==> src/rtl/sha256_pkg.sv <==
// Shared SHA-256 widths, pad FSM state encoding and word-level padding helpers.
// Latency: n/a (package, no logic of its own).
// Backpressure: n/a.
package sha256_pkg;

    localparam int BLK_W    = 512;
    localparam int WORD_W   = 32;
    localparam int DIGEST_W = 256;

    localparam logic [WORD_W-1:0] MARK_WORD = 32'h8000_0000;

    typedef enum logic [1:0] {
        COLLECT = 2'd0,
        EMIT    = 2'd1,
        EMIT_P1 = 2'd2,
        EMIT_P2 = 2'd3
    } pad_state_e;

    // Number of data bytes on a beat; tkeep is always left-packed so a popcount suffices.
    function automatic logic [2:0] keep_count(input logic [3:0] keep);
        return {2'b00, keep[3]} + {2'b00, keep[2]} + {2'b00, keep[1]} + {2'b00, keep[0]};
    endfunction

    // Keep the first n bytes of a big-endian word, put 0x80 right after them and
    // zero whatever follows. Bytes beyond n are never trusted, so they are masked.
    function automatic logic [WORD_W-1:0] insert_marker(input logic [WORD_W-1:0] w,
                                                        input logic [2:0]        n);
        logic [WORD_W-1:0] r;
        case (n)
            3'd0:    r = MARK_WORD;
            3'd1:    r = {w[31:24], 24'h80_0000};
            3'd2:    r = {w[31:16], 16'h8000};
            3'd3:    r = {w[31:8], 8'h80};
            default: r = w;
        endcase
        return r;
    endfunction

endpackage

==> src/rtl/sha256_pad.sv <==
// SHA-256 message padder: 32-bit byte stream in, padded 512-bit blocks out.
// Latency: block valid the cycle after the 16th or last input word is accepted.
// Backpressure: input stalls (ready low) for as long as any block is held un-taken.
module sha256_pad
    import sha256_pkg::*;
#(
    parameter int LEN_W = 61
) (
    input  logic               clk,
    input  logic               arst_n,
    input  logic [WORD_W-1:0]  axis_s_tdata,
    input  logic [3:0]         axis_s_tkeep,
    input  logic               axis_s_tvalid,
    input  logic               axis_s_tlast,
    output logic               axis_s_t_ready,
    output logic [BLK_W-1:0]   axis_m_tdata,
    output logic               axis_m_tvalid,
    output logic               axis_m_tlast,
    input  logic               axis_m_t_ready
);

    pad_state_e         state_q, state_d;
    logic [BLK_W-1:0]   blk_q, blk_d;
    logic               tlast_q, tlast_d;
    logic [LEN_W-1:0]   byte_cnt_q, byte_cnt_d;
    logic [3:0]         w_idx_q, w_idx_d;
    logic               mark_pend_q, mark_pend_d;

    logic [2:0]         keep_cnt;
    logic [4:0]         mark_w;
    logic [LEN_W-1:0]   cnt_upd;
    logic [WORD_W-1:0]  last_word;
    logic               m_fire;

    // Message length in bits as it goes into the last 64 bits of the final block.
    function automatic logic [63:0] bit_len(input logic [LEN_W-1:0] c);
        return 64'({c, 3'b000});
    endfunction

    assign axis_s_t_ready = (state_q == COLLECT);
    assign axis_m_tvalid  = (state_q != COLLECT);
    assign axis_m_tlast   = tlast_q;
    assign axis_m_tdata   = blk_q;
    assign m_fire         = axis_m_tvalid && axis_m_t_ready;

    assign keep_cnt  = keep_count(axis_s_tkeep);
    assign last_word = insert_marker(axis_s_tdata, keep_cnt);
    assign cnt_upd   = byte_cnt_q + LEN_W'(keep_cnt);
    // A full last word pushes the marker into the following word (index 16 means next block).
    assign mark_w    = (keep_cnt == 3'd4) ? ({1'b0, w_idx_q} + 5'd1) : {1'b0, w_idx_q};

    // Next-state, next-block build and counter updates.
    always_comb begin
        state_d     = state_q;
        blk_d       = blk_q;
        tlast_d     = tlast_q;
        byte_cnt_d  = byte_cnt_q;
        w_idx_d     = w_idx_q;
        mark_pend_d = mark_pend_q;

        case (state_q)
            COLLECT: begin
                if (axis_s_tvalid) begin
                    if (!axis_s_tlast) begin
                        blk_d[BLK_W-1-WORD_W*int'(w_idx_q) -: WORD_W] = axis_s_tdata;
                        byte_cnt_d = byte_cnt_q + LEN_W'(4);
                        w_idx_d    = w_idx_q + 4'd1;
                        if (w_idx_q == 4'd15) begin
                            state_d = EMIT;
                            tlast_d = 1'b0;
                        end
                    end else begin
                        byte_cnt_d = cnt_upd;
                        // Words before the last beat are already in place; the last word,
                        // a possible marker word and zero fill are laid down here.
                        for (int k = 0; k < 16; k++) begin
                            if (5'(k) == {1'b0, w_idx_q}) begin
                                blk_d[BLK_W-1-WORD_W*k -: WORD_W] = last_word;
                            end else if (5'(k) > {1'b0, w_idx_q}) begin
                                blk_d[BLK_W-1-WORD_W*k -: WORD_W] =
                                    (5'(k) == mark_w) ? MARK_WORD : '0;
                            end
                        end
                        if (mark_w == 5'd16) begin
                            mark_pend_d = 1'b1;
                        end
                        if (mark_w <= 5'd13) begin
                            blk_d[63:0] = bit_len(cnt_upd);
                            tlast_d     = 1'b1;
                        end else begin
                            tlast_d     = 1'b0;
                        end
                        state_d = EMIT_P1;
                    end
                end
            end

            EMIT: begin
                if (m_fire) begin
                    state_d = COLLECT;
                end
            end

            EMIT_P1: begin
                if (m_fire) begin
                    if (tlast_q) begin
                        state_d     = COLLECT;
                        blk_d       = '0;
                        tlast_d     = 1'b0;
                        byte_cnt_d  = '0;
                        w_idx_d     = '0;
                        mark_pend_d = 1'b0;
                    end else begin
                        // Length did not fit: build the trailing block right away so it
                        // is presented the cycle after the handshake.
                        state_d     = EMIT_P2;
                        blk_d       = '0;
                        if (mark_pend_q) begin
                            blk_d[BLK_W-1 -: WORD_W] = MARK_WORD;
                        end
                        blk_d[63:0] = bit_len(byte_cnt_q);
                        tlast_d     = 1'b1;
                    end
                end
            end

            EMIT_P2: begin
                if (m_fire) begin
                    state_d     = COLLECT;
                    blk_d       = '0;
                    tlast_d     = 1'b0;
                    byte_cnt_d  = '0;
                    w_idx_d     = '0;
                    mark_pend_d = 1'b0;
                end
            end

            default: begin
                state_d = COLLECT;
            end
        endcase
    end

    // State, block register and counters.
    always_ff @(posedge clk or negedge arst_n) begin
        if (!arst_n) begin
            state_q     <= COLLECT;
            blk_q       <= '0;
            tlast_q     <= 1'b0;
            byte_cnt_q  <= '0;
            w_idx_q     <= '0;
            mark_pend_q <= 1'b0;
        end else begin
            state_q     <= state_d;
            blk_q       <= blk_d;
            tlast_q     <= tlast_d;
            byte_cnt_q  <= byte_cnt_d;
            w_idx_q     <= w_idx_d;
            mark_pend_q <= mark_pend_d;
        end
    end

endmodule

==> config.mk <==
export PLATFORM = sky130hd
export DESIGN_NAME = sha256_pad
export DESIGN_NICKNAME = d
export VERILOG_FILES = /design/src/rtl/sha256_pkg.sv /design/src/rtl/sha256_pad.sv
export SDC_FILE = /design/constraint.sdc
export NUM_CORES = 2
export LEC_CHECK = 0
export BUFFER_PORTS_ARGS = -buffer_cell sky130_fd_sc_hd__buf_2
export CORE_UTILIZATION = 42
export DETAILED_ROUTE_END_ITERATION = 10
export PLACE_DENSITY = 0.68
export SLEW_MARGIN = 40
export SYNTH_ARGS = -nofsm -noshare
export SYNTH_HDL_FRONTEND = slang
export SYNTH_SLANG_ARGS = --single-unit
==> constraint.sdc <==
create_clock -name clk -period 3.88 [get_ports clk]
set_clock_uncertainty 0.15 [all_clocks]
set_input_delay 0.776 -clock clk [delete_from_list [all_inputs] [get_ports clk]]
set_output_delay 0.776 -clock clk [all_outputs]
set_load 0.05 [all_outputs]
==> impl_results.html <==
<table>
<tr><th>Metric</th><th>Value</th></tr>
<tr><th colspan="2">Pwr</th></tr>
<tr><td>Internal portion of total power</td><td>16.61 mW</td></tr>
<tr><td>Power share of the combinational group</td><td>0.518</td></tr>
<tr><td>Power share of the sequential group</td><td>0.271</td></tr>
<tr><td>Switching power</td><td>17.90 mW</td></tr>
<tr><td>Power per unit of standard cell area</td><td>841.2 nW/um^2</td></tr>
<tr><td>Maximum vdd ir drop</td><td>0.0005009 V</td></tr>
<tr><td>Share of power burned in the clock network</td><td>0.211</td></tr>
<tr><td>Net switching fraction of the power</td><td>0.5188</td></tr>
<tr><td>Leakage power</td><td>18.50 nW</td></tr>
<tr><th colspan="2">Cells and area</th></tr>
<tr><td>Leading cell types in the layout, fill and taps excluded</td><td>sky130_fd_sc_hd__dfrtp_1 (580), sky130_fd_sc_hd__buf_2 (550), sky130_fd_sc_hd__nand2_1 (485)</td></tr>
<tr><td>Area delta synth-&gt;final</td><td>24.81%</td></tr>
<tr><td>Nets@finish</td><td>4360</td></tr>
<tr><td>Fillers</td><td>7249</td></tr>
<tr><td>Most frequent standard cell in the layout excluding fill and tap cells</td><td>sky130_fd_sc_hd__dfrtp_1</td></tr>
<tr><td>Share of cells above drive strength 1</td><td>0.2518</td></tr>
<tr><th colspan="2">Die</th></tr>
<tr><td>Effective utilization at floorplan</td><td>0.4243</td></tr>
<tr><td>Num rows</td><td>102</td></tr>
<tr><td>Number of top-level pins</td><td>556</td></tr>
<tr><td>Vertical die dimension</td><td>281.7 microns</td></tr>
<tr><td>Area of the placeable core</td><td>77470 sq um</td></tr>
<tr><td>Floorplan die area</td><td>79380 sq um</td></tr>
<tr><td>Die width</td><td>281.7 microns</td></tr>
<tr><th colspan="2">Clock network</th></tr>
<tr><td>Clock Sink Count</td><td>581</td></tr>
<tr><td>Root Driver</td><td>sky130_fd_sc_hd__clkbuf_16</td></tr>
<tr><td>CTS tree</td><td>yes</td></tr>
<tr><td>TritonCTS Buffers</td><td>70</td></tr>
<tr><td># resized after CTS</td><td>0</td></tr>
<tr><td>H-tree depth</td><td>3</td></tr>
<tr><td>Worst-case clock buffer depth</td><td>3</td></tr>
<tr><td>Insertion delay to the later sink of the worst-skew pair</td><td>640 ps</td></tr>
<tr><td>CTS hold repair buffers</td><td>0</td></tr>
<tr><td>Setup Fix Bufs, Post-CTS</td><td>0</td></tr>
<tr><td>Clock edge transition at the registers on the reported setup and hold paths</td><td>60 ps</td></tr>
<tr><th colspan="2">Worst setup path</th></tr>
<tr><td>CP startpoint kind</td><td>input port</td></tr>
<tr><td>Crit-path leading delay family</td><td>adder cells</td></tr>
<tr><td>Required time of the worst setup path</td><td>4280 ps</td></tr>
<tr><td>Cell occurring most often along the worst timing path</td><td>sky130_fd_sc_hd__ha_1</td></tr>
<tr><td>Highest net fanout along the worst path</td><td>5</td></tr>
<tr><td>Data arrival at the endpoint of the critical path</td><td>4040 ps</td></tr>
<tr><td>Worst path max stage delay</td><td>620 ps</td></tr>
<tr><td>Start point of the critical path</td><td>axis_s_tkeep[0]</td></tr>
<tr><td>Buffers &amp; Inverters on Critical Path</td><td>4</td></tr>
<tr><td>Setup crit end kind</td><td>flop</td></tr>
<tr><td>Ordered list of cells on the worst path</td><td>buf_2 &gt; inv_1 &gt; fa_1 &gt; inv_1 &gt; ha_1 &gt; ha_1 &gt; xor2_1 &gt; ha_1 &gt; a21o_1 &gt; a221o_1 &gt; nand2_1 &gt; nor3_1 &gt; buf_4 &gt; nand2_1 &gt; o21ai_0</td></tr>
<tr><td>Worst Setup Path Type</td><td>in -&gt; reg</td></tr>
<tr><td>Cell with the biggest individual delay on the critical path</td><td>sky130_fd_sc_hd__fa_1</td></tr>
<tr><td>Reg2reg start</td><td>w_idx_q[1]$_DFFE_PN0P_</td></tr>
<tr><th colspan="2">Placed design</th></tr>
<tr><td>Worst Setup Slack post-DPL</td><td>-316.8 ps</td></tr>
<tr><td>Port bufs</td><td>555</td></tr>
<tr><td>Final weighted congestion of routability-driven global placement</td><td>1.045</td></tr>
<tr><td>Sum of net half-perimeters after detailed placement</td><td>117.3 mm</td></tr>
<tr><th colspan="2">Timing</th></tr>
<tr><td>Post-route worst hold slack</td><td>-5.217 ps</td></tr>
<tr><td>Worst slew margin</td><td>0.3515</td></tr>
<tr><td>Unrepaired setup endpoints after global routing</td><td>false</td></tr>
<tr><td>Final Critical Period</td><td>3631 ps</td></tr>
<tr><td>Portion of the clock cycle consumed by the worst path in the final layout</td><td>0.9358</td></tr>
<tr><td>Transition time at the pin with the least slew margin</td><td>972.8 ps</td></tr>
<tr><td>Count of pins over their slew limit</td><td>0</td></tr>
<tr><td>Highest clock rate</td><td>275.4 MHz</td></tr>
<tr><td>Hold violation count in the final report</td><td>1</td></tr>
<tr><td>Worst path setup slack after routing</td><td>249.0 ps</td></tr>
<tr><td>Setup-failing EPs final</td><td>0</td></tr>
<tr><th colspan="2">Outcome</th></tr>
<tr><td>Violations in the final reports</td><td>negative hold slack</td></tr>
<tr><td>Result of the run</td><td>complete, but fails checks</td></tr>
<tr><th colspan="2">Synth</th></tr>
<tr><td>Mean post-synth cell area</td><td>8.852 sq um</td></tr>
<tr><td>Number of synthesized flops with an enable pin</td><td>0</td></tr>
<tr><td>Most frequently used flop master after synthesis</td><td>sky130_fd_sc_hd__dfrtp_1</td></tr>
<tr><td>Proportion of register bits with asynchronous set or reset after synthesis</td><td>1.000</td></tr>
<tr><td>Library cells used by synthesis</td><td>101</td></tr>
<tr><td>Cells after Synth</td><td>3713</td></tr>
<tr><td>Synth Cell Area</td><td>32870 sq um</td></tr>
<tr><td>Number of synthesized register bits</td><td>581</td></tr>
<tr><td>Syn_nets</td><td>3768</td></tr>
<tr><td>Sequential-to-total area share from yosys stat</td><td>0.4424</td></tr>
<tr><td>Total number of yosys warnings</td><td>0</td></tr>
<tr><th colspan="2">Global routing</th></tr>
<tr><td>Number of global-route vias before repair</td><td>33560</td></tr>
<tr><td>Met1 track utilization from global routing</td><td>0.5376</td></tr>
<tr><td>Wire length of the first global-routing pass</td><td>236.7 mm</td></tr>
<tr><td>Largest net degree at the start of global routing</td><td>137</td></tr>
<tr><td>Peak-usage layer in the global routing report</td><td>met2</td></tr>
<tr><td>All-layer global routing usage</td><td>0.4066</td></tr>
<tr><td>Number of antenna violations at the first check in global routing</td><td>6</td></tr>
<tr><td>Total grt overflow</td><td>0</td></tr>
<tr><td>Global Route met3 Usage</td><td>0.1500</td></tr>
<tr><td>Fraction of met2 tracks used by global routing</td><td>0.5627</td></tr>
<tr><th colspan="2">Routing</th></tr>
<tr><td>Number of remaining DRC errors</td><td>0</td></tr>
<tr><td>Antenna-violating nets left</td><td>0</td></tr>
<tr><td>Total wire length after detailed routing</td><td>166.6 mm</td></tr>
<tr><td>Initial detailed-routing violation count</td><td>5561</td></tr>
<tr><td>Number of detailed-routing iterations run before antenna repair</td><td>9</td></tr>
<tr><td>Vias per cell</td><td>6.805</td></tr>
<tr><td>Average detailed-routed wire length per instance</td><td>30.85 microns</td></tr>
<tr><td>Vias after detailed routing</td><td>36760</td></tr>
<tr><th colspan="2">Job</th></tr>
<tr><td>Max-cap check violation count</td><td>0</td></tr>
<tr><th colspan="2">Min path</th></tr>
<tr><td>Kind of path behind the tightest hold check</td><td>in -&gt; async</td></tr>
</table>
worst reg2reg max path, cell delays in order, from the launching register on:
cell and delay (ps):
sky130_fd_sc_hd__dfrtp_1 680, sky130_fd_sc_hd__inv_1 280, sky130_fd_sc_hd__ha_1 540, sky130_fd_sc_hd__and4_1 290
sky130_fd_sc_hd__a211oi_2 80, sky130_fd_sc_hd__buf_4 190, sky130_fd_sc_hd__nor3_1 500, sky130_fd_sc_hd__buf_4 220
sky130_fd_sc_hd__nand2_1 130, sky130_fd_sc_hd__a31oi_1 200
kinds of logic (layout without fill, tap and decap cells):
logic type,after synthesis,count (layout),synth area share
buffers and inverters,417,1060,0.05185
XOR/XNOR,37,37,0.01009
AO/OA/AOI/OAI,1536,1536,0.3292
multiplexers,2,2,0.0006091
other,0,5,0
AND/OR/NAND/NOR,1126,1126,0.1603
adder cells (fa/ha/maj),14,14,0.005558
flip-flops,581,581,0.4424
power by group through the flow:
stage               sequential [mW]  clock, mW  combinational (mW)
floorplan                      14.1          0                6.36
global placement               9.32          0                17.2
detailed placement             9.36          0                17.4
CTS                            9.28       7.26                17.5
global route                   9.50       7.51                18.6
finish                         9.37       7.27                17.9
final timing paths:
kind	depth (start not counted)	endpoint	slack, ps
max	15	byte_cnt_q[22]$_DFFE_PN0P_	250
min	1	axis_m_tdata[342]$_DFFE_PN0P_	-5
max reg2reg	9	flop	530
min reg2reg	2	flop	320
max in group asynchronous	2	axis_m_tdata[376]$_DFFE_PN0P_	2600
min in group clk	2	flop	320
layer usage:
layer / share of wire / routed length, microns / vias to the layer above
li1: - / - / 15290
met1: 0.38 / 62720 / 18040
met2: 0.41 / 68220 / 2866
met3: 0.15 / 24500 / 563
met4: 0.067 / 11180 / 0
met5: 0 / 0 / -
cells in the mapped netlist, drive strengths merged, types with 6 or more instances:
cell / instances / area share
a211oi: 15 / 0.0045
a21boi: 9 / 0.0021
a21o: 12 / 0.0027
a21oi: 270 / 0.041
a221oi: 39 / 0.011
a222oi: 11 / 0.0034
a22o: 250 / 0.067
a22oi: 150 / 0.034
a31oi: 46 / 0.0088
a32o: 128 / 0.039
a32oi: 22 / 0.0059
and2: 21 / 0.0040
and3: 17 / 0.0032
and4: 10 / 0.0027
buf: 103 / 0.016
clkbuf: 280 / 0.032
dfrtp: 581 / 0.44
ha: 13 / 0.0049
inv: 33 / 0.0038
nand2: 488 / 0.056
nand2b: 15 / 0.0029
nand3: 123 / 0.019
nand4: 53 / 0.012
nor2: 230 / 0.027
nor2b: 16 / 0.0030
nor3: 68 / 0.011
nor4: 32 / 0.0075
o211ai: 57 / 0.013
o21a: 20 / 0.0046
o21ai: 349 / 0.053
o221ai: 9 / 0.0024
o22ai: 51 / 0.0097
o31a: 6 / 0.0016
o31ai: 22 / 0.0052
o41ai: 24 / 0.0064
or2: 8 / 0.0015
or3: 6 / 0.0011
or4: 20 / 0.0053
xnor2: 21 / 0.0058
xor2: 16 / 0.0043
final cells by class:
| cell class | count | area (sq um) | area share |
|---|---|---|---|
| antenna | 5 | 12.51 | 0.0003050 |
| clock buffer | 95 | 1966 | 0.04792 |
| clock inverter | 28 | 520.5 | 0.01269 |
| inverter | 34 | 128.9 | 0.003142 |
| multi-input combinational | 2715 | 16750 | 0.4084 |
| sequential | 581 | 14540 | 0.3545 |
| tap | 1040 | 1301 | 0.03172 |
| timing repair buffer | 903 | 5797 | 0.1413 |
per-stage QoR:
step | util | cells | cell area [sq um] | total power [mW] | TNS, ps
floorplan | - | 3713 | 32880 | 20.50 | -49.04
global placement | 0.4969 | 5273 | 38490 | 26.53 | -19930
detailed placement | 0.4972 | 5273 | 38510 | 26.77 | -21060
CTS | 0.5293 | 5396 | 41000 | 34.00 | 0
global route | 0.5294 | 5397 | 41010 | 35.57 | 0
finish | 0.5295 | 5401 | 41020 | 34.51 | 0
Note: power is estimated with default switching activity, not from simulation.
